File: src/rtl/control_sequencer.sv
// Fetch/decode/execute control FSM driving the bus and latch strobes of a simple register datapath.
// Build option `SEQ_MEM_WAIT_EN: hold T1 (memory read) until MemReady is seen high.
module control_sequencer (
    input  logic        Clock,
    input  logic        Reset,
    input  logic        Run,
    input  logic [31:0] IR,
    input  logic        MemReady,
    output logic        PCout,
    output logic        Zlowout,
    output logic        MDRout,
    output logic        MARin,
    output logic        Zin,
    output logic        PCin,
    output logic        MDRin,
    output logic        IRin,
    output logic        Yin,
    output logic        IncPC,
    output logic        Read,
    output logic [15:0] RegOut,
    output logic [15:0] RegIn,
    output logic [4:0]  AluOp,
    output logic        Busy,
    output logic        Fault
);

    // state | meaning
    // IDLE  | waiting for Run, no strobes
    // T0    | PC to MAR, PC+1 into Z
    // T1    | Z to PC, memory read into MDR
    // T2    | MDR to IR
    // T3    | opcode check, Rb into Y
    // T4    | Rc with Y through the ALU into Z
    // T5    | Z to Ra, Run decides next instruction or IDLE
    // FAULT | illegal opcode seen, held until Reset
    typedef enum logic [2:0] {
        S_IDLE, S_T0, S_T1, S_T2, S_T3, S_T4, S_T5, S_FAULT
    } state_t;

    state_t state, state_next;

    logic [4:0] opcode;
    logic [3:0] ra, rb, rc;
    logic       op_legal;
    logic       mem_done;

    assign opcode   = IR[31:27];
    assign ra       = IR[26:23];
    assign rb       = IR[22:19];
    assign rc       = IR[18:15];
    assign op_legal = (opcode == 5'b00011) || (opcode == 5'b00100) ||
                      (opcode == 5'b01001) || (opcode == 5'b01010);

`ifdef SEQ_MEM_WAIT_EN
    assign mem_done = MemReady;
    logic unused_ir_low;
    assign unused_ir_low = ^IR[14:0];
`else
    assign mem_done = 1'b1;
    logic unused_inputs;
    assign unused_inputs = ^{IR[14:0], MemReady};
`endif

    always_ff @(posedge Clock) begin
        if (Reset) state <= S_IDLE;
        else       state <= state_next;
    end

    always_comb begin
        state_next = state;
        case (state)
            S_IDLE:  state_next = Run ? S_T0 : S_IDLE;
            S_T0:    state_next = S_T1;
            S_T1:    state_next = mem_done ? S_T2 : S_T1;
            S_T2:    state_next = S_T3;
            S_T3:    state_next = op_legal ? S_T4 : S_FAULT;
            S_T4:    state_next = S_T5;
            S_T5:    state_next = Run ? S_T0 : S_IDLE;
            S_FAULT: state_next = S_FAULT;
            default: state_next = S_IDLE;
        endcase
    end

    always_comb begin
        PCout   = 1'b0;
        Zlowout = 1'b0;
        MDRout  = 1'b0;
        MARin   = 1'b0;
        Zin     = 1'b0;
        PCin    = 1'b0;
        MDRin   = 1'b0;
        IRin    = 1'b0;
        Yin     = 1'b0;
        IncPC   = 1'b0;
        Read    = 1'b0;
        RegOut  = 16'h0000;
        RegIn   = 16'h0000;
        AluOp   = 5'b00000;
        Busy    = 1'b0;
        Fault   = 1'b0;
        case (state)
            S_T0: begin
                Busy  = 1'b1;
                PCout = 1'b1;
                MARin = 1'b1;
                IncPC = 1'b1;
                Zin   = 1'b1;
            end
            S_T1: begin
                Busy    = 1'b1;
                Zlowout = 1'b1;
                PCin    = 1'b1;
                Read    = 1'b1;
                MDRin   = 1'b1;
            end
            S_T2: begin
                Busy   = 1'b1;
                MDRout = 1'b1;
                IRin   = 1'b1;
            end
            S_T3: begin
                Busy = 1'b1;
                // an illegal opcode must not disturb Y or the register bus
                if (op_legal) begin
                    RegOut = 16'h0001 << rb;
                    Yin    = 1'b1;
                end
            end
            S_T4: begin
                Busy   = 1'b1;
                RegOut = 16'h0001 << rc;
                AluOp  = opcode;
                Zin    = 1'b1;
            end
            S_T5: begin
                Busy    = 1'b1;
                Zlowout = 1'b1;
                RegIn   = 16'h0001 << ra;
            end
            S_FAULT: Fault = 1'b1;
            default: ;
        endcase
    end

endmodule
File: config.mk
export PLATFORM = sky130hd
export DESIGN_NAME = control_sequencer
export DESIGN_NICKNAME = d
export VERILOG_FILES = /design/src/rtl/control_sequencer.sv
export SDC_FILE = /design/constraint.sdc
export NUM_CORES = 1
export LEC_CHECK = 0
export CAP_MARGIN = 20
export CORE_MARGIN = 2
export CORE_UTILIZATION = 28
export DETAILED_ROUTE_END_ITERATION = 10
export HOLD_SLACK_MARGIN = 0.06
export PLACE_DENSITY = 0.88
export SKIP_CTS_REPAIR_TIMING = 1
export SYNTH_ARGS = -nofsm -noshare
export SYNTH_HDL_FRONTEND = slang
export SYNTH_SLANG_ARGS = --single-unit
File: constraint.sdc
create_clock -name Clock -period 2.02 [get_ports Clock]
set_clock_uncertainty 0.15 [all_clocks]
set_input_delay 0.202 -clock Clock [delete_from_list [all_inputs] [get_ports Clock]]
set_output_delay 0.202 -clock Clock [all_outputs]
set_load 0.1 [all_outputs]
==> results of run 1 <==
==> cells in the mapped netlist, types with 3 or more instances <==
master	n	share of area
nand2_1	4	0.019
nor2b_1	4	0.031
nor2_1	17	0.080
buf_4	7	0.066
and3b_1	4	0.044
nand2b_1	5	0.039
dfxtp_1	3	0.075
nand3b_1	8	0.075
o22ai_1	16	0.13
clkbuf_1	3	0.014
nand3_1	8	0.050
nor3_1	7	0.044
and2_1	6	0.047
nor4_1	3	0.024
==> per-stage QoR <==
step                instance area, µm²  utilization  hold slack, ns  cells
floorplan                         1300            -           0.111    119
global placement                  2550        0.932           0.491    226
detailed placement                2550        0.932           0.519    226
CTS                               2570        0.941           0.427    230
==> logic make-up after synthesis <==
logic type,share of synthesized area
and+or+nand+nor,0.620
buffers and inverters,0.104
AOI/OAI and AO/OA,0.190
xor gates and xnor gates,0.0110
DFF,0.0754
==> impl_metrics.ini, run 1 <==
[logic_synthesis]
ys_types = 34
ys.warnings.count = 0
syn-mean-instance-area_um2 = 6.70
syn_area_um2 = 797
synth_ff_type = dfxtp_1
synth-seq-area-share = 0.0754
synth_nets = 155
async_flop_share = 0
synth_edf_count = 0
syn-instance-count = 119
ys_ff_latch = 3

[outcome]
error = [ERROR DPL-0038] Utilization greater than 100%, impossible to legalize
status = did not finish
lastStage = 5_1_grt

[die]
die_h_um = 57.4
fp-row-count = 19
die_w_um = 57.4
io_pins = 86
start_util = 0.292

[clock_tree]
cts-htree-levels = 1
root_buffer = clkbuf_4
cts_num_sinks = 3
numCtsBuffers = 3
cts_buffer_depth = 2

[place]
finalWeightedCongestion = 0.854
placement.io_buffers = 69
post-place-ws_ns = -0.197
place.detailed.hpwl_um = 3900

[timing]
worst-ep-kind = primary output
crit_endpoint = RegOut[4]

[global_route]
grt_start_max_net_pins = 17
==> run 2: changes to the inputs <==
Settings changed: CORE_AREA set to 2 2 63 65, CORE_MARGIN 2 to not set, CORE_UTILIZATION 28 to not set, DIE_AREA set to 0 0 65 67, HOLD_SLACK_MARGIN 0.06 to not set, PLACE_DENSITY 0.88 to not set, PLACE_DENSITY_LB_ADDON set to 0.15.
==> run 2 against run 1 <==
Compared with the run above: the flow now finishes, with violations (setup timing); synthesized cell count unchanged; area after synthesis stayed put.
==> impl_metrics.ini, run 2 <==
[global_route]
grt_start_max_net_pins = 15
antenna_found_initial = 0
grt_pass1_wl_um = 6570
grt_usage = 0.194
grt_pass1_vias = 1294
overflow = 0

[die]
die_h_um = 67
core_area_um2 = 3610
die_w_um = 65
fp-row-count = 22
io_pins = 86
start_util = 0.221
die_area_um2 = 4360

[outcome]
status = finished with violations
violations = setup timing

[worst_setup_path]
r2r.worst_path.cells = 5
reg2reg_to = state[1]$_SDFF_PP0_
worstPathRequired_ns = 1.67
critPathMaxFanout = 5
critPathLaunchType = flip-flop
reg2reg_slack_ns = 0.34
worst-setup-path-type = flip-flop to output pin
r2r-start = state[0]$_SDFF_PP0_
end_kind = output pin
critPathArrivalTime_ns = 1.69

[timing]
rsz0062_at_grt = true
drv_slew = 0
maxSlewHeadroom = 0.689
setup_ws_ns = -0.0199
period_share = 1.01
setup_violations = 6
worst_pin_slew_ns = 0.467
fin_crit_ns = 2.04
hold_viol_final = 0
timing.fmax_mhz = 490
fin_setup_tns_ns = -0.0807
whs_ns = 0.444

[place]
dpl.cell_count = 246
finalWeightedCongestion = 0.785
place.detailed.hpwl_um = 3380
placement.io_buffers = 69

[pwr]
report.power.total_w = 0.000912
switchingPower_w = 0.000446
cellInternalPower_w = 0.000466
sw_frac_of_total = 0.489
vdd_drop_max_v = 0.000297
p_seq_frac = 0.085
clkPwrFrac = 0.193
power_density_nw_per_um2 = 317
combinationalPowerShare = 0.722
leakage_nw = 1.02

[logic_synthesis]
synth_ff_type = dfxtp_1
ys_top_cells_by_count = nor2_1, o22ai_1, nand3_1, nand3b_1
synth-seq-area-share = 0.0754
syn-mean-instance-area_um2 = 6.70
synth_top_area_frac = 0.126
synth_nets = 155
async_flop_share = 0
ys_ff_latch = 3
ys.warnings.count = 0
synth_edf_count = 0
synth_area_leaders = o22ai_1, nor2_1, dfxtp_1, nand3b_1, buf_4
ys_types = 34
yosysMostFrequentCell = nor2_1
yosys.area.top_type = o22ai_1
syn-instance-count = 119
syn_area_um2 = 797

[finish]
finalNetCount = 251
syn_to_final_growth_pct = 260
final_cells = 262
final_common_cell = buf_12
fin_util = 0.797
mostFrequentLayoutCells = buf_12, buf_4, o22ai_4
n_antenna_cell = 0
layout-drive-gt1-share = 0.678

[routing]
wl_per_cell_um = 15.6
wirelength_um = 4080
ant_nets = 0
drtPass1Iterations = 4
route.detailed.drc = 0
vias = 1297
vias_per_cell = 4.95
dr.first_iter.drc_count = 42

[clock_tree]
numCtsBuffers = 3
cts-htree-levels = 1
clk_pin_slew_ns = 0.03
cts_num_sinks = 3
worstSkewPairLatency_ns = 0.22
cts_buffer_depth = 2
root_buffer = clkbuf_8
cts_tree = done

[worst_hold_path]
hp-class = input port to flip-flop
min_from = Reset
min_path_cells = 2

[flow_run]
maxCapViolCount = 0
==> run 2: power by group through the flow <==
| stage | logic [W] | clock network, W | registers [W] |
|---|---|---|---|
| floorplan | 0.000420 | 0 | 0.0000733 |
| global placement | 0.000621 | 0 | 0.0000740 |
| detailed placement | 0.000633 | 0 | 0.0000747 |
| CTS | 0.000635 | 0.000180 | 0.0000739 |
| global route | 0.000682 | 0.000188 | 0.0000781 |
| finish | 0.000658 | 0.000176 | 0.0000774 |
==> run 2: final cells by class <==
cell class	count	area, µm²
timing repair buffer	104	1580
tap	48	60.1
fill	208	733
inverter	1	3.75
sequential	3	68.8
clock buffer	4	45.0
multi-input combinational	102	1120
==> run 2: cells by family after synthesis <==
| group | Yosys count | share of synthesized area |
|---|---|---|
| compound gates | 22 | 0.190 |
| xor+xnor | 1 | 0.0110 |
| buf+inv | 14 | 0.104 |
| flops | 3 | 0.0754 |
| simple gates | 79 | 0.620 |
==> run 2: worst max-delay path by stage <==
stage | start | endpoint | slack (ns) | depth (start not counted)
detailed placement | IR[28] | Yin | -0.20 | 6
global placement | IR[30] | Yin | -0.14 | 6
global route | state[0]$_SDFF_PP0_ | RegIn[8] | -0.1 | 6
finish | state[0]$_SDFF_PP0_ | RegIn[4] | -0.02 | 5
CTS | IR[28] | Yin | -0.21 | 6
floorplan | state[0]$_SDFF_PP0_ | MARin | -0.34 | 4
==> run 2: critical path, cell delays in order (launching register included) <==
cell and delay, ns:
dfxtp_4 0.36, nand2b_4 0.14, or4_4 0.54, buf_12 0.16
nor2_4 0.09, buf_12 0.18
==> run 2: stage by stage <==
step / worst slack (ns) / cell area (µm²)
floorplan: -0.339 / 1300
global placement: -0.139 / 2630
detailed placement: -0.201 / 2630
CTS: -0.206 / 2670
global route: -0.0994 / 2870
finish: -0.0199 / 2870
==> run 2: layer usage <==
| metal | global-route usage | vias up | wire [µm] |
|---|---|---|---|
| met2 | 0.376 | 50 | 2320 |
| met4 | 0.0559 | 0 | 18 |
| met1 | 0.209 | 604 | 1450 |
| met3 | 0.0405 | 2 | 288 |
| met5 | 0 | - | 0 |
| li1 | - | 641 | - |
Note: power is estimated with default switching activity, not from simulation.
